$ cat src/rtl/prim_clock_div_inv.sv
// prim_clock_div_inv
// Divides clk_i by a run-time programmable ratio N (>= 2) and can invert the
// result. New ratio/polarity requests are held pending and applied only at a
// period boundary, so clk_o never shows a runt or truncated period. A DFT
// scan mode routes clk_i straight to clk_o and freezes all state.
module prim_clock_div_inv #(
    parameter int unsigned DivWidth    = 8,
    parameter int unsigned ResetDiv    = 2,
    parameter bit          HasScanMode = 1'b1
) (
    input  logic                clk_i,
    input  logic                rst_i,
    input  logic                scanmode_i,
    input  logic [DivWidth-1:0] div_i,
    input  logic                invert_i,
    input  logic                req_i,
    output logic                ack_o,
    output logic                busy_o,
    output logic                clk_o
);

    // Ratios below 2 cannot form a high and a low phase, so they saturate to 2.
    function automatic logic [DivWidth-1:0] sat_div(input logic [DivWidth-1:0] n);
        return (n < DivWidth'(2)) ? DivWidth'(2) : n;
    endfunction

    localparam logic [DivWidth-1:0] RESET_DIV =
        (ResetDiv < 2) ? DivWidth'(2) : DivWidth'(ResetDiv);

    typedef enum logic {
        RUN  = 1'b0,
        PEND = 1'b1
    } state_e;

    state_e              state_q, state_d;
    logic [DivWidth-1:0] div_q, div_d;
    logic                inv_q, inv_d;
    logic [DivWidth-1:0] cnt_q, cnt_d;
    logic                ph_q, ph_d;
    // Polarity that belongs to the counter value ph_q was computed from; it
    // lags inv_q by one cycle exactly as ph_q lags cnt_q, so a polarity change
    // lines up with the first phase cycle of the new period.
    logic                inv_ph_q, inv_ph_d;
    logic                ack_q, ack_d;
    logic [DivWidth-1:0] pend_div_q, pend_div_d;
    logic                pend_inv_q, pend_inv_d;

    logic                scan_en;
    logic                boundary;
    logic                capture;

    assign scan_en  = HasScanMode && scanmode_i;
    assign boundary = (cnt_q == (div_q - DivWidth'(1)));
    // Requests are ignored entirely while the divider is frozen for scan.
    assign capture  = req_i && !scan_en;

    // Period counter and registered phase; both hold still during scan.
    always_comb begin
        cnt_d    = cnt_q;
        ph_d     = ph_q;
        inv_ph_d = inv_ph_q;
        if (!scan_en) begin
            ph_d     = (cnt_q < (div_q >> 1));
            inv_ph_d = inv_q;
            cnt_d    = boundary ? '0 : (cnt_q + DivWidth'(1));
        end
    end

    // Request FSM: RUN waits for a request, PEND applies it at the boundary.
    always_comb begin
        state_d    = state_q;
        div_d      = div_q;
        inv_d      = inv_q;
        ack_d      = 1'b0;
        pend_div_d = pend_div_q;
        pend_inv_d = pend_inv_q;
        if (!scan_en) begin
            unique case (state_q)
                RUN: begin
                    if (capture) begin
                        state_d = PEND;
                    end
                end
                PEND: begin
                    if (boundary) begin
                        div_d   = pend_div_q;
                        inv_d   = pend_inv_q;
                        ack_d   = 1'b1;
                        state_d = RUN;
                    end
                    // A request coinciding with the boundary is a fresh
                    // request: the old one was just applied above.
                    if (capture) begin
                        state_d = PEND;
                    end
                end
                default: state_d = RUN;
            endcase
        end
        if (capture) begin
            pend_div_d = sat_div(div_i);
            pend_inv_d = invert_i;
        end
    end

    // Control and active-setting registers with asynchronous reset.
    always_ff @(posedge clk_i or posedge rst_i) begin
        if (rst_i) begin
            state_q  <= RUN;
            div_q    <= RESET_DIV;
            inv_q    <= 1'b0;
            cnt_q    <= '0;
            ph_q     <= 1'b0;
            inv_ph_q <= 1'b0;
            ack_q    <= 1'b0;
        end else begin
            state_q  <= state_d;
            div_q    <= div_d;
            inv_q    <= inv_d;
            cnt_q    <= cnt_d;
            ph_q     <= ph_d;
            inv_ph_q <= inv_ph_d;
            ack_q    <= ack_d;
        end
    end

    // Pending settings are only consumed in PEND, so they need no reset.
    always_ff @(posedge clk_i) begin
        pend_div_q <= pend_div_d;
        pend_inv_q <= pend_inv_d;
    end

    assign ack_o  = ack_q;
    assign busy_o = (state_q == PEND);
    // The scan select is the only combinational path from clk_i to clk_o.
    assign clk_o  = scan_en ? clk_i : (ph_q ^ inv_ph_q);

endmodule
$ cat config.mk
export PLATFORM = sky130hd
export DESIGN_NAME = prim_clock_div_inv
export DESIGN_NICKNAME = d
export VERILOG_FILES = /design/src/rtl/prim_clock_div_inv.sv
export SDC_FILE = /design/constraint.sdc
export NUM_CORES = 1
export LEC_CHECK = 0
export CAP_MARGIN = 20
export CORE_ASPECT_RATIO = 0.9
export CORE_MARGIN = 8
export CORE_UTILIZATION = 56
export DETAILED_ROUTE_END_ITERATION = 12
export HOLD_SLACK_MARGIN = 0.08
export PLACE_DENSITY = 0.78
export SETUP_SLACK_MARGIN = 0.5
export SYNTH_ARGS = -nofsm -noshare
export SYNTH_HDL_FRONTEND = slang
export SYNTH_SLANG_ARGS = --single-unit
$ cat constraint.sdc
create_clock -name clk_i -period 2.9 [get_ports clk_i]
set_clock_uncertainty 0.15 [all_clocks]
set_input_delay 0.58 -clock clk_i [delete_from_list [all_inputs] [get_ports clk_i]]
set_output_delay 0.58 -clock clk_i [all_outputs]
set_load 0.02 [all_outputs]
## Word-level counts from Yosys, hierarchy flattened

Index checks and enable logic that the tools add are counted.

- Flip-flop bits (word level): 30
- Latch bits: 0
- Memory bits (writable): 0
- Memory bits (read-only): 0
- Bits of input ports: 13
- Output and inout bits: 3
- Logic and storage cells: 29
- Memories: 0

- Add/subtract/negate cells: 2
- $mul: 0
- Divide/modulo/power cells: 0
- $lt $le $gt $ge: 2
- Equality and inequality tests: 1
- Shifts and indexed selects: 0
- Mux-type cells: 9
- Bitwise gates (word level): 3
- Reduce and logical (&&, ||, !) cells: 3

Operators by type and width:

| kind | number |
|---|---|
| adder 8 x 1 -> 8 bit (second input constant) | 1 |
| equality test 8 bit | 1 |
| < comparator 8 x 2 -> 1 bit (second input constant) | 1 |
| < comparator 8 x 7 -> 1 bit | 1 |
| 2-to-1 mux 8 bit | 1 |
| subtractor 8 x 1 -> 8 bit (second input constant) | 1 |
| 2-to-1 mux 1 bit | 7 |
| AND reduction 3 bit | 1 |
| NOT 1 bit | 2 |
| case mux 1 bit (2 select lines) | 1 |
| logical AND 1 bit | 1 |
| logical NOT 1 bit | 1 |
| bitwise XOR 1 bit | 1 |

## Depth between registers and ports, before layout

Gate-level depths: netlist of the first run.

- Depth after elaboration: 5
- Mapped depth: 10
- Mapped depth without buffers: 8

==> metrics.md, run 1 <==
| Metric | Value |
|---|---|
| Max-cap violation count | `0` |
| Nets | `211` |
| RR Endpoint | `inv_q` |
| Final HPWL DP | `roughly 2700 µm` |
| Setup TNS | `0 ns` |
| Rel. slew slack | `47.51%` |
| Seq/Total Area, Yosys | `a little under half` |
| Via density | `around 5.6` |
| CTS tree | `yes` |
| Routed wire per std cell | `15.86 µm` |
| Startpoint Class | `clock port` |
| Placed cell count | `221` |
| IO Count | `16` |
| Global-route wire length before repair | `approximately 6400 µm` |
| Core Region | `2972 µm²` |
| Vias | `~1300` |
| Worst-Margin Slew | `approximately 0.79 ns` |
| Crit Path Max Fanout | `2` |
| Num rows | `19` |
| Number of remaining DRC errors | `0` |
| DR top layer | `met4` |
| Pre-CTS setup slack | `0.1017 ns` |
| Async SR Flop Fraction | `70.00%` |
| Met2 routed WL | `around 1800 µm` |
| Avg Cell Area, Syn | `between 9 and 10 µm²` |
| Design area | `approximately 2000 µm²` |
| Tot Pwr | `about 1200 µW` |
| Top_reg_cell synth | `dfrtp_1` |
| Routed WL | `between 3000 and 4000 µm` |
| Worst-path clk slew | `around 0.090 ns` |
| Cell count after synthesis | `173` |
| Hold_buf cts | `0` |
| Reg2Reg Depth | `8` |
| RSZ-0062 raised after global routing | `yes` |
| Worst setup path class | `clk2out` |
| Chip width | `~74 µm` |
| Seq cells post-synth | `30` |
| Post-synth EDFFs | `9` |
| Top post-synthesis cells by count | `20 x dfrtp_1, 13 x o21ai_0, 12 x inv_1` |
| Worst setup path start | `clk_i` |
| Routability Congestion | `between 0.8 and 0.9` |
| Top cell type's share of synthesized area | `between 20 and 30%` |
| Critical path required time | `around 2.2 ns` |
| Ys Warns | `0` |
| WP data arrival | `around 1.9 ns` |
| Post-route antenna net violation count | `0` |
| Diode count | `0` |
| Final hold violations | `0` |
| Crit. End Element | `output port` |
| Dpl cell area | `around 1900 µm²` |
| Die area | `5044 µm²` |
| Drt first pass iters | `4` |
| Reg2reg setup slack | `0.57 ns` |
| Gr usage total | `approximately 18%` |
| Number of global-route vias before repair | `~1400` |
| Met3 routed WL | `273 µm` |
| Met1 Routed Length | `about 1500 µm` |
| Unique masters post-synth | `between 40 and 50` |
| Pleak | `0.0008818 µW` |
| DR iter-0 viols | `97` |
| Layout cells sized above 1 | `19.37%` |
| Final slew viol count | `0` |
| Area delta synth->final | `20.16%` |
| Starting Density | `between 50% and 60%` |
| Hold Path Class | `reg2reg` |
| Status | `finished clean` |
| Clk_lat worst skew | `about 0.43 ns` |
| Setup ws final | `between 0.2 and 0.3 ns` |
| PortBufs | `15` |
| Critical path endpoint | `clk_o` |
| Syn nets | `194` |
| Setup-failing EPs final | `0` |
| Initial antenna violation count | `0` |
| Pwr Density | `around 580 nW/µm²` |
| Synth area leaders | `dfrtp_1 30%, edfxtp_1 16%, ha_1 5.9%` |
| Reg2reg start | `div_q[1]` |
| Gr ovfl total | `0` |
| Largest net degree at the start of global routing | `22` |
| Worst VDD drop | `between 0.4 and 0.5 mV` |
| Final std cells w/o fill | `roughly 230` |
| Synth Cell Area | `approximately 1700 µm²` |
| Die Height | `68.18 µm` |
| Synth area leader | `dfrtp_1` |
| Most frequent cell after synthesis | `dfrtp_1` |
==> power breakdown <==
part	leakage, µW	switching (µW)	internal, µW
sequential	0.000315	87.8	480
clock	0.0000601	179	192
combinational	0.000507	119	126
total	0.000882	386	799
==> how the worst min path moves through the flow <==
stage               cells past startpoint        to  slack, ns           from
finish                                  2  div_q[7]       0.34  pend_div_q[7]
global route                            2  div_q[5]       0.36  pend_div_q[5]
CTS                                     2  div_q[7]       0.34  pend_div_q[7]
detailed placement                      2  div_q[7]       0.32  pend_div_q[7]
global placement                        2  div_q[7]       0.31  pend_div_q[7]
floorplan                               2  div_q[7]       0.29  pend_div_q[7]
==> worst max-delay path, cell delays in order <==
cell	delay [ns]
buf_8	0.10
buf_8	0.10
nand2_2	0.05
o21ai_2	0.06
buf_6	0.14
==> cell families (layout without fill, tap and decap cells) <==
| family | after synthesis | after routing | share of synthesized area, % |
|---|---|---|---|
| and+or+nand+nor | 59 | 59 | 18.61 |
| AOI/OAI and AO/OA | 35 | 35 | 13.88 |
| DFF | 30 | 30 | 47.05 |
| buffers and inverters | 25 | 43 | 5.982 |
| xor gates and xnor gates | 14 | 14 | 7.238 |
| adders and majority gates | 8 | 8 | 5.909 |
| muxes | 2 | 2 | 1.329 |
==> cell type report <==
type                    count  area, µm²
clock inverters             2      8.758
fillers                   224      935.9
inverters                  12      45.04
repair buffers             19      177.7
clock buffers              10      90.09
well taps                  42      52.55
multi-input cells         118      862.1
flip-flops and latches     30      799.5
==> timing repair <==
item | CTS | global route
setup buffers | 1 | 0
endpoints found under the hold margin | 0 | 0
setup endpoints to repair | 6 | 11
resized for setup | 11 | 9
pin swaps | 0 | 2
==> layer usage <==
layer / up-vias / GRT usage (%)
li1: 630 / -
met1: 618 / 19.47
met2: 44 / 26.75
met3: 14 / 7.028
met4: 0 / 14.93
met5: - / 0
==> registers in the layout, indices dropped and copies added, names as in the netlist <==
signal / count
busy_o: 1
inv_q: 1
pend_inv_q: 1
pend_div_q: 8
div_q: 8
cnt_q: 8
ack_o: 1
inv_ph_q: 1
ph_q: 1
==> cell usage in the layout, fill, tap and decap left out, drive strengths merged, types with 5 or more instances in the layout <==
cell,Yosys,routed
buf,4,8
clkbuf,9,7
clkdlybuf4s50,0,14
dfrtp,20,20
edfxtp,9,9
ha,8,8
inv,12,12
nand2,11,11
nand2b,5,5
nand3,11,11
nor2,11,11
o21ai,13,13
xnor2,8,8
xor2,6,6
==> through the flow <==
| step | hold slack [ns] | util, % |
|---|---|---|
| after floorplan | 0.2947 | - |
| after global placement | 0.3133 | 64.17 |
| after detailed placement | 0.3153 | 64.17 |
| after CTS | 0.3388 | 67.58 |
| after global routing | 0.3644 | 68.51 |
| final | 0.3377 | 68.51 |
Power figures use the tool's default switching activity.
==> inputs of run 2 (changes only) <==
Settings changed: CAP_MARGIN 20 to unset.
==> results of run 2 <==
The final DEF is identical to that of run 1; final timing and power are the same.
==> inputs of run 3 (changes only) <==
Settings changed: GPL_TIMING_DRIVEN set to 0.
==> run 3 against run 2 <==
Core utilization up 7.9 points. First-iteration DRC count is 13% higher. Sequential cell count unchanged. Register-to-register slack lost 0.22 ns. Non-clock buffer count up 18.
==> metrics.md, run 3 (synthesis results as in run 1) <==
| Metric | Value |
|---|---|
| Status | `finished clean` |
| Setup-failing EPs final | `0` |
| Layout cells sized above 1 | `a little under 30%` |
| Reg2reg setup slack | `0.35 ns` |
| Drt first pass iters | `4` |
| Worst setup path class | `clk2out` |
| Largest net degree at the start of global routing | `22` |
| Placed cell count | `230` |
| Hold Path Class | `reg2reg` |
| Num rows | `19` |
| Die area | `5044 µm²` |
| Worst-path clk slew | `about 0.090 ns` |
| Starting Density | `between 50% and 60%` |
| Via density | `5.884` |
| Commonest non-fill, non-tap cell in the layout | `dfrtp_1` |
| Initial antenna violation count | `0` |
| Critical path's top delay family | `buffers and inverters` |
| WP data arrival | `roughly 1.9 ns` |
| CP Cell Sequence | `buf_8, buf_8, nand2_4, o21ai_2, buf_6` |
| Gr ovfl total | `0` |
| IO Count | `16` |
| Crit path max-delay cell type | `buf_6` |
| CTS tree | `yes` |
| Nets | `~230` |
| Setup TNS | `0 ns` |
| Rel. slew slack | `between 40% and 50%` |
| Worst Path Buf+Inv | `3` |
| Worst VDD drop | `between 0.5 and 0.6 mV` |
| Area delta synth->final | `34.05%` |
| Hold_buf cts | `0` |
| Core Region | `between 2000 and 3000 µm²` |
| Worst-Margin Slew | `~0.80 ns` |
| Final slew viol count | `0` |
| Biggest regs | `cnt_q x8, div_q x8, pend_div_q x8` |
| Startpoint Class | `clock port` |
| Chip width | `73.98 µm` |
| Routability Congestion | `between 0.8 and 0.9` |
| Crit Path Max Fanout | `2` |
| Gr usage total | `a little under a fifth` |
| Final std cells w/o fill | `between 200 and 300` |
| Crit. End Element | `output port` |
| Global-route wire length before repair | `roughly 7000 µm` |
| RR Endpoint | `inv_q` |
| Clk_lat worst skew | `0.47 ns` |
| Reg2Reg Depth | `10` |
| Most frequent CP cell | `buf_8` |
| Critical path depth | `5` |
| Number of remaining DRC errors | `0` |
| Reg2reg start | `div_q[1]` |
| Final HPWL DP | `2685 µm` |
| Final hold violations | `0` |
| PortBufs | `15` |
| Vias | `1477` |
| Pleak | `0.0009569 µW` |
| Pwr Density | `around 560 nW/µm²` |
| Die Height | `slightly below 70 µm` |
| Diode count | `0` |
| Routed wire per std cell | `between 15 and 20 µm` |
| Commonest cells after routing, fill and taps aside | `20 x dfrtp_1, 14 x clkdlybuf4s50_1, 11 x inv_1, 10 x clkbuf_1, 10 x nand2_1` |
| Worst setup path start | `clk_i` |
| Post-route antenna net violation count | `0` |
| DR iter-0 viols | `110` |
| Number of global-route vias before repair | `about 1600` |
| Crit-path max cell delay | `~0.13 ns` |
| Max-cap violation count | `0` |
| Critical path endpoint | `clk_o` |
| Critical path required time | `between 2 and 2.5 ns` |
| RSZ-0062 raised after global routing | `yes` |
| Routed WL | `roughly 4400 µm` |
## run 3: metal layers
metal	part of all wire [%]	vias to the layer above	GRT usage [%]
met5	0	-	0
met4	4.3	0	15.17
met3	6.4	20	6.149
met2	49	66	31.80
met1	40	720	19.56
li1	-	671	-
## run 3: where the power goes
group          total (µW)  internal (µW)  switching [µW]
sequential            542            481            60.9
combinational         319            154             165
clock                 414            225             189
## run 3: repair_timing
action	CTS	global route
cloned	1	0
pin swaps	5	8
buffers inserted	9	0
resized for setup	33	25
endpoints found under the setup margin	22	22
## run 3: cell type report
cell class              count  area [µm²]
fillers                   199       700.7
clock buffers              12       107.6
plain buffers              13       77.57
well taps                  42       52.55
flip-flops and latches     30       797.0
inverters                  12       45.04
repair buffers             24       234.0
multi-input cells         118       957.2
## run 3: worst min path at each step
stage	start	to	slack (ns)	cells after the start
2_1_floorplan	pend_div_q[7]	div_q[7]	0.29	2
3_3_place_gp	pend_div_q[4]	div_q[4]	0.32	2
6_report	pend_inv_q	inv_q	0.35	1
4_1_cts	pend_div_q[5]	div_q[5]	0.35	2
3_5_place_dp	pend_div_q[5]	div_q[5]	0.32	2
5_1_grt	pend_inv_q	inv_q	0.36	1
## run 3: stage by stage
step | util [%] | power (µW) | area, µm² | hold WS (ns) | setup slack (ns)
4_1_cts | 73.26 | 1200 | 2177 | 0.3548 | 0.2218
6_report | 76.42 | 1275 | 2271 | 0.3515 | 0.2850
3_5_place_dp | 65.39 | 822.5 | 1943 | 0.3219 | -0.03516
2_1_floorplan | - | 739.7 | 1740 | 0.2947 | 0.4109
5_1_grt | 76.42 | 1342 | 2271 | 0.3594 | 0.2522
3_3_place_gp | 65.39 | 807.1 | 1943 | 0.3214 | -0.02306
